`src/rtl/key_event_gen.sv`:
```
// -----------------------------------------------------------------------------
// key_event_gen
//
// Turns the debounced key level into single-cycle event pulses so that the
// control FSMs never have to time key levels themselves. All timing is counted
// in sys_clk cycles.
//
// Parameters:
//   ACTIVE_LEVEL : key_i level that means "pressed" (keys are pull-down -> 0)
//   LONG_TIME    : cycles from press_o to long_o
//   REPEAT_TIME  : cycles between repeat_o pulses while long-held
//   DBL_TIME     : window after release_o in which a new press is a double-click
//   BITS         : counter width, must hold max(LONG,REPEAT,DBL)_TIME-1
//
// Ports:
//   sys_clk    in   system clock, rising edge
//   sys_rst_n  in   asynchronous active-low reset, released synchronously
//   key_i      in   debounced key level, synchronous to sys_clk
//   press_o    out  1-cycle pulse on a press edge
//   release_o  out  1-cycle pulse on a release edge
//   long_o     out  1-cycle pulse when a hold reaches LONG_TIME
//   repeat_o   out  1-cycle pulse every REPEAT_TIME while long-held
//   click_o    out  1-cycle pulse for a short press not followed by a second one
//   dbl_o      out  1-cycle pulse on the second press of a double-click
//   key_state  out  1 while the key is considered pressed
//
// All outputs are registered: a pulse is high for the one cycle following the
// clock edge on which its cause (edge or terminal count) was sampled.
// -----------------------------------------------------------------------------
module key_event_gen #(
  parameter logic        ACTIVE_LEVEL = 1'b0,
  parameter int unsigned LONG_TIME    = 12000000,
  parameter int unsigned REPEAT_TIME  = 2400000,
  parameter int unsigned DBL_TIME     = 3600000,
  parameter int unsigned BITS         = 24
) (
  input  logic sys_clk,
  input  logic sys_rst_n,
  input  logic key_i,
  output logic press_o,
  output logic release_o,
  output logic long_o,
  output logic repeat_o,
  output logic click_o,
  output logic dbl_o,
  output logic key_state
);

  typedef enum logic [2:0] {
    ST_IDLE     = 3'd0,
    ST_PRESS    = 3'd1,
    ST_LONG     = 3'd2,
    ST_WAIT_DBL = 3'd3,
    ST_PRESS2   = 3'd4
  } state_t;

  // Terminal counts: the event fires on the edge that samples count == TIME-1.
  localparam logic [BITS-1:0] LONG_TC   = BITS'(LONG_TIME - 1);
  localparam logic [BITS-1:0] REPEAT_TC = BITS'(REPEAT_TIME - 1);
  localparam logic [BITS-1:0] DBL_TC    = BITS'(DBL_TIME - 1);
  localparam logic [BITS-1:0] CNT_ZERO  = {BITS{1'b0}};
  localparam logic [BITS-1:0] CNT_ONE   = {{(BITS-1){1'b0}}, 1'b1};

  logic            rst_sync_r;
  logic            key_d_r;
  state_t          state_r;
  state_t          state_nxt_s;
  logic [BITS-1:0] count_r;
  logic [BITS-1:0] count_nxt_s;
  logic [BITS-1:0] count_inc_s;

  logic            pressed_s;
  logic            was_pressed_s;
  logic            press_edge_s;
  logic            rel_edge_s;

  logic            press_nxt_s;
  logic            release_nxt_s;
  logic            long_nxt_s;
  logic            repeat_nxt_s;
  logic            click_nxt_s;
  logic            dbl_nxt_s;
  logic            key_state_nxt_s;

  // Internal reset: asserts with sys_rst_n, deasserts on the first edge after
  // sys_rst_n rises, so a key held through reset yields press_o on edge two.
  always_ff @(posedge sys_clk or negedge sys_rst_n) begin
    if (!sys_rst_n) begin
      rst_sync_r <= 1'b0;
    end else begin
      rst_sync_r <= 1'b1;
    end
  end

  // Edge detection against the previous sampled level.
  always_comb begin
    pressed_s     = (key_i == ACTIVE_LEVEL);
    was_pressed_s = (key_d_r == ACTIVE_LEVEL);
    press_edge_s  = pressed_s & ~was_pressed_s;
    rel_edge_s    = ~pressed_s & was_pressed_s;
    count_inc_s   = count_r + CNT_ONE;
  end

  // Next-state, counter and event decode. Edges take priority over terminal
  // counts so that a release or second press in the terminal cycle wins.
  always_comb begin
    state_nxt_s   = state_r;
    count_nxt_s   = CNT_ZERO;
    press_nxt_s   = 1'b0;
    release_nxt_s = 1'b0;
    long_nxt_s    = 1'b0;
    repeat_nxt_s  = 1'b0;
    click_nxt_s   = 1'b0;
    dbl_nxt_s     = 1'b0;

    case (state_r)
      ST_IDLE: begin
        if (press_edge_s) begin
          state_nxt_s = ST_PRESS;
          press_nxt_s = 1'b1;
        end else begin
          state_nxt_s = ST_IDLE;
        end
      end

      ST_PRESS: begin
        if (rel_edge_s) begin
          state_nxt_s   = ST_WAIT_DBL;
          release_nxt_s = 1'b1;
        end else if (count_r == LONG_TC) begin
          state_nxt_s = ST_LONG;
          long_nxt_s  = 1'b1;
        end else begin
          count_nxt_s = count_inc_s;
        end
      end

      ST_LONG: begin
        // No click after a long press: release goes straight back to idle.
        if (rel_edge_s) begin
          state_nxt_s   = ST_IDLE;
          release_nxt_s = 1'b1;
        end else if (count_r == REPEAT_TC) begin
          repeat_nxt_s = 1'b1;
        end else begin
          count_nxt_s = count_inc_s;
        end
      end

      ST_WAIT_DBL: begin
        if (press_edge_s) begin
          state_nxt_s = ST_PRESS2;
          press_nxt_s = 1'b1;
          dbl_nxt_s   = 1'b1;
        end else if (count_r == DBL_TC) begin
          state_nxt_s = ST_IDLE;
          click_nxt_s = 1'b1;
        end else begin
          count_nxt_s = count_inc_s;
        end
      end

      ST_PRESS2: begin
        if (rel_edge_s) begin
          state_nxt_s   = ST_IDLE;
          release_nxt_s = 1'b1;
        end else if (count_r == LONG_TC) begin
          state_nxt_s = ST_LONG;
          long_nxt_s  = 1'b1;
        end else begin
          count_nxt_s = count_inc_s;
        end
      end

      default: begin
        state_nxt_s = ST_IDLE;
      end
    endcase

    case (state_nxt_s)
      ST_PRESS, ST_PRESS2, ST_LONG: key_state_nxt_s = 1'b1;
      default:                      key_state_nxt_s = 1'b0;
    endcase
  end

  // State, counter, key history and registered outputs.
  always_ff @(posedge sys_clk or negedge rst_sync_r) begin
    if (!rst_sync_r) begin
      state_r   <= ST_IDLE;
      count_r   <= CNT_ZERO;
      key_d_r   <= ~ACTIVE_LEVEL;
      press_o   <= 1'b0;
      release_o <= 1'b0;
      long_o    <= 1'b0;
      repeat_o  <= 1'b0;
      click_o   <= 1'b0;
      dbl_o     <= 1'b0;
      key_state <= 1'b0;
    end else begin
      state_r   <= state_nxt_s;
      count_r   <= count_nxt_s;
      key_d_r   <= key_i;
      press_o   <= press_nxt_s;
      release_o <= release_nxt_s;
      long_o    <= long_nxt_s;
      repeat_o  <= repeat_nxt_s;
      click_o   <= click_nxt_s;
      dbl_o     <= dbl_nxt_s;
      key_state <= key_state_nxt_s;
    end
  end

  key_event_gen_chk u_chk (
    .sys_clk   (sys_clk),
    .sys_rst_n (sys_rst_n),
    .press_o   (press_o),
    .long_o    (long_o),
    .repeat_o  (repeat_o),
    .click_o   (click_o),
    .dbl_o     (dbl_o)
  );

endmodule

// -----------------------------------------------------------------------------
// key_event_gen_chk
//
// Output invariants of key_event_gen: timer events are mutually exclusive and
// dbl_o only ever accompanies press_o.
//
// Ports: sys_clk, sys_rst_n and the event outputs being watched.
// -----------------------------------------------------------------------------
module key_event_gen_chk (
  input logic sys_clk,
  input logic sys_rst_n,
  input logic press_o,
  input logic long_o,
  input logic repeat_o,
  input logic click_o,
  input logic dbl_o
);

  a_timer_excl : assert property (@(posedge sys_clk) disable iff (!sys_rst_n)
    $onehot0({click_o, long_o, repeat_o}))
    else $error("key_event_gen: more than one timer event in a cycle");

  a_dbl_with_press : assert property (@(posedge sys_clk) disable iff (!sys_rst_n)
    dbl_o |-> press_o)
    else $error("key_event_gen: dbl_o without press_o");

endmodule
```
`config.mk`:
```
export PLATFORM = sky130hd
export DESIGN_NAME = key_event_gen
export DESIGN_NICKNAME = d
export VERILOG_FILES = /design/src/rtl/key_event_gen.sv
export SDC_FILE = /design/constraint.sdc
export NUM_CORES = 1
export LEC_CHECK = 0
export BUFFER_PORTS_ARGS = -buffer_cell sky130_fd_sc_hd__buf_2
export CAP_MARGIN = 20
export CORE_ASPECT_RATIO = 0.8
export CORE_MARGIN = 2
export CORE_UTILIZATION = 30
export DETAILED_ROUTE_END_ITERATION = 12
export PLACE_DENSITY_LB_ADDON = 0.08
export SYNTH_ARGS = -nofsm -noshare
export SYNTH_HDL_FRONTEND = slang
export SYNTH_SLANG_ARGS = --single-unit
```
`constraint.sdc`:
```
create_clock -name sys_clk -period 3.4 [get_ports sys_clk]
set_input_delay 0.68 -clock sys_clk [delete_from_list [all_inputs] [get_ports sys_clk]]
set_output_delay 0.68 -clock sys_clk [all_outputs]
set_load 0.005 [all_outputs]
```
# == Word-level counts from Yosys, hierarchy flattened ==
# Cells that the tools add are included.
# word_totals
ff_bits,36
input_bits,3
out_inout_bits,7
# classes
add_sub_neg,1
eq_ne,10
mux,30
bitwise_logic,4
reduce_logical,5
# op_table
op,count
two-way mux 24 bit,6
case mux 24 bit (3 select lines),1
== test 24 x 22 -> 1 bit (second input constant),2
adder 24 x 1 -> 24 bit (second input constant),1
== test 24 bit (second input constant),1
two-way mux 3 bit,6
two-way mux 1 bit,16
case mux 3 bit (5 select lines),1
== test 3 x 2 -> 1 bit (second input constant),3
== test 3 x 1 -> 1 bit (second input constant),2
== test 3 bit (second input constant),2
OR reduction 3 bit,2
OR reduction 2 bit,2
zero test 3 bit,1
bitwise AND 1 bit,2
NOT 1 bit,2

# == Longest topological paths before layout ==
# depth
word_depth,7
depth_mapped,7
ltp_nobuf,6

# == Least setup slack after synthesis ==
# No wires, ideal clock.
# synth_timing
kind,flip-flop to flip-flop
startpoint,reg count_r[0]
endpoint,reg count_r[14]
setup_ns,0.145
t_arrival_ns,1.770
t_required_ns,3.255
slack_ns,1.485
path_stages_with_launch,8
synth_period_minus_slack_ns,1.915
path_cell_list,dfrtp_1 > ha_1 > nand4_4 > nor4_4 > a41oi_2 > o21ai_4 > buf_6 > a211oi_1
# synth_between
elab_chain_cells,4
elab_cells_between_ends,11
# synth_rtl
item,line_no,rtl
from (decl),68,logic [BITS-1:0] count_r;
from (signal assigned),201,count_r <= count_nxt_s;
adder 24 x 1 -> 24 bit (tied with other cells),101,count_inc_s = count_r + CNT_ONE;
two-way mux 24 bit (on tied branches),n/a,
two-way mux 24 bit (on tied branches),"127, 140, 151",
case mux 24 bit (3 select lines) *,116,case (state_r)
net count_nxt_s[14],69,logic [BITS-1:0] count_nxt_s;
# Mark *: on every way through the listed nets, which the timed path passes. The rest lies on a longest branch.

# == Final worst setup path ==
# Same ends and word-level chain as after synthesis.

==> impl_metrics.tcl <==
set metrics [dict create \
    outcome "completed" \
    worstSetupStartpointType "register" \
    hold_viol_final 0 \
    die_area_sq_um 7350 \
    chipWidth_um 95.4 \
    synth_cells 201 \
    finalCoreUtilization_pct 34.4 \
    count_of_input_and_output_buffers 9 \
    clk_transition_reported_paths_ns 0.08 \
    number_of_global_route_vias_before_repair 1652 \
    post-synth-top-area-fraction_pct 43.7 \
    reg.largest.list "count_r x24, state_r x3" \
    synthMuxAreaShare_pct 0 \
    global_route.usage.total_pct 14.5 \
    final_period_minus_worst_setup_slack_ns 2.43 \
    count_of_final_setup_violators 0 \
    largest_register_ffs 24 \
    timing.final.crit_share_pct 71.3 \
    pin_count 10 \
    gp_congestion 0.772 \
    synth-adder-area-share_pct 0.625 \
    worst-path-buf-inv 0 \
    slew_violations 0 \
    resized_after_cts 0 \
    number_of_vias_per_cell 5.33 \
    design.final.nets 212 \
    syn_area_sq_um 2000 \
    synth.ff_latch_count 36 \
    wl_cell_um 16.1 \
    drt_pre_antenna_iters 4 \
    number_of_synthesized_flops_with_an_enable_pin 0 \
    fin_tns_setup_ns 0 \
    synth_xor_area_share_pct 10.1 \
    wirelength_um 4720 \
    power_per_cell_area_nw_per_um2 545 \
    antenna_found_initial 0 \
    post_cts_hold_buffer_count 0 \
    clock.fmax_ghz 0.412 \
    crit_fanout 24 \
    core_region_area_sq_um 6410 \
    power.ir.vdd_worst_mv 0.181 \
    asyncSetResetFlopFracSynth_pct 100 \
    avgSynthCellArea_sq_um 9.97 \
    worstSetupPathDepth 6 \
    critPathRequiredTime_ns 3.54 \
    chipHeight_um 77.1 \
    synth_area_in_simple_gates_pct 23.2 \
    synthToLayoutAreaGrowth_pct 10.2 \
    ys.flop_type "dfrtp_1" \
    syn_nets 205 \
    combinational_family_with_the_most_area_after_synthesis "simple AND/OR/NAND/NOR gates" \
    cts_made_buffers 5 \
    start_to_end_type_of_the_worst_setup_path "reg2reg" \
    max_h_tree_level 2 \
    ys_warn_count 0 \
    worstSkewPairLatency_ns 0.29 \
    setup.worst_path.start "count_r[0]$_DFF_PN0_" \
    max_stage_delay_ns 0.59 \
    numClockSinks 36 \
    layout_cells_sized_above_1_pct 14.8 \
    detail_route.drc_violations 0 \
    cp_top_delay_family "compound AO/OA/AOI/OAI gates" \
    antennaDiodeCount 0 \
    r2r.worst_path.cells 6 \
    finClkSkew_ns 0.0109 \
    row_count 26 \
    post-dp-hpwl_um 3300 \
    synth_compound_gate_area_share_pct 16.7 \
    clockBufferDepth 2 \
    crit_chain "ha_1 -> nand4_4 -> nor4_4 -> a41oi_2 -> o21ai_4 -> a211oi_1" \
    grt_first_pass_wirelength_um 8280 \
    globalRouteOverflowTotal 0 \
    synth.lib_cells_used.distinct 43 \
    registers.top_by_ff_count "count_r" \
    critical_path.endpoint_type "register" \
    start_util_pct 31.3 \
    power.leakage_nw 0.852 \
    num_vias 1561 \
    tritoncts "done" \
    r2r-start "count_r[0]$_DFF_PN0_" \
    worst-slew-pin-transition_ns 0.721 \
    clock-root-buffer "clkbuf_8" \
    timing.hold.worst.class "in2async" \
    first_iter_violations 83 \
    critical_path.slowest_cell "o21ai_4" \
    max-cap-violations 0 \
    synth_sequential_area_ratio_pct 45.0 \
    cp_data_arrival_time_ns 2.56 \
    synth.largest_area_cell "dfrtp_1" \
    slew_headroom_pct 51.5 \
    cts_post_setup_buffers_inserted 0 \
    detail-route-antenna-nets 0 \
    grt_max_degree 36 \
    cell_types_occupying_the_most_area_after_synthesis "dfrtp_1, a211oi_1, xor2_1" \
    rsz0062_at_grt "false" \
]
[cell type report]
class                           instances  area (sq um)
Timing Repair Buffer                   12          75.1
Clock buffer                            6          82.6
Tap cell                               84           105
Multi-Input combinational cell        149          1020
Fill cell                             668          4200
Clock inverter                          2          10.0
Sequential cell                        36           902
Inverter                                4          15.0
[routing by layer]
layer / vias to the layer above / GRT usage, % / share of wire [%]
met3: 4 / 3.83 / 3.0
met5: - / 0 / 0
met1: 793 / 22.2 / 52
li1: 747 / - / -
met2: 17 / 19.9 / 44
met4: 0 / 3.91 / 0.62
[cell usage after synthesis (2+ instances only)]
cell       number
a211oi_1       21
a21oi_1         4
a21oi_2         2
a31oi_1         3
and3_1          3
and4_1          2
buf_4           2
buf_6           2
clkbuf_1        6
dfrtp_1        35
inv_1           4
nand2_1        13
nand2b_1        3
nand3_1        11
nand4_1         9
nand4bb_1       2
nor2_1         17
nor2b_1         2
nor3_1          6
nor4_2          2
o21ai_0         7
or3_1           3
xnor2_1        10
xor2_1         13
[power by group]
group | total [W] | internal (W) | switching [W]
Sequential | 0.000530 | 0.000466 | 0.0000641
Combinational | 0.000350 | 0.000121 | 0.000229
Clock | 0.000324 | 0.000162 | 0.000162
[metrics by stage]
stage / setup slack, ns / std cells / hold WS, ns / total power, W / instance area (sq um)
3_3_place_gp: 1.04 / 284 / 0.299 / 0.000842 / 2100
6_report: 0.975 / 293 / 0.143 / 0.00120 / 2210
3_5_place_dp: 0.972 / 284 / 0.327 / 0.000862 / 2100
4_1_cts: 0.947 / 292 / 0.141 / 0.00119 / 2190
5_1_grt: 0.802 / 293 / 0.134 / 0.00129 / 2210
2_1_floorplan: 1.48 / 201 / 0.384 / 0.000794 / 2000
[final timing paths]
path | endpoint | slack [ns]
setup / recovery | count_r[14]$_DFF_PN0_ | 0.97
hold reg to reg | count_r[3]$_DFF_PN0_ | 0.30
min in group sys_clk | count_r[0]$_DFF_PN0_ | 0.52
max in group asynchronous | key_d_r$_DFF_PN1_ | 2.73
hold / removal | rst_sync_r$_DFF_PN0_ | 0.14
setup reg to reg | count_r[14]$_DFF_PN0_ | 0.97
[logic make-up after synthesis]
kind of cell    Yosys count
compound gates           45
xor+xnor                 23
fa+ha+maj                 1
buf+inv                  16
flops                    36
other cells               1
simple gates             79
[cells in the final DEF, fill, tap and decap left out, types with 2 or more instances in the layout]
cell type	instances
clkbuf_8	6
nand2b_1	3
a211oi_1	21
dfrtp_1	35
buf_4	2
nand2_1	13
nor2b_1	2
buf_2	9
nand3_1	11
clkinv_2	2
nor2_1	17
and3_1	3
nor4_2	2
a21oi_1	4
xnor2_1	10
o21ai_0	7
and4_1	2
nand4_1	9
a31oi_1	3
nand4bb_1	2
inv_1	4
or3_1	3
xor2_1	13
a21oi_2	2
nor3_1	6
(Power assumes the default switching activity.)
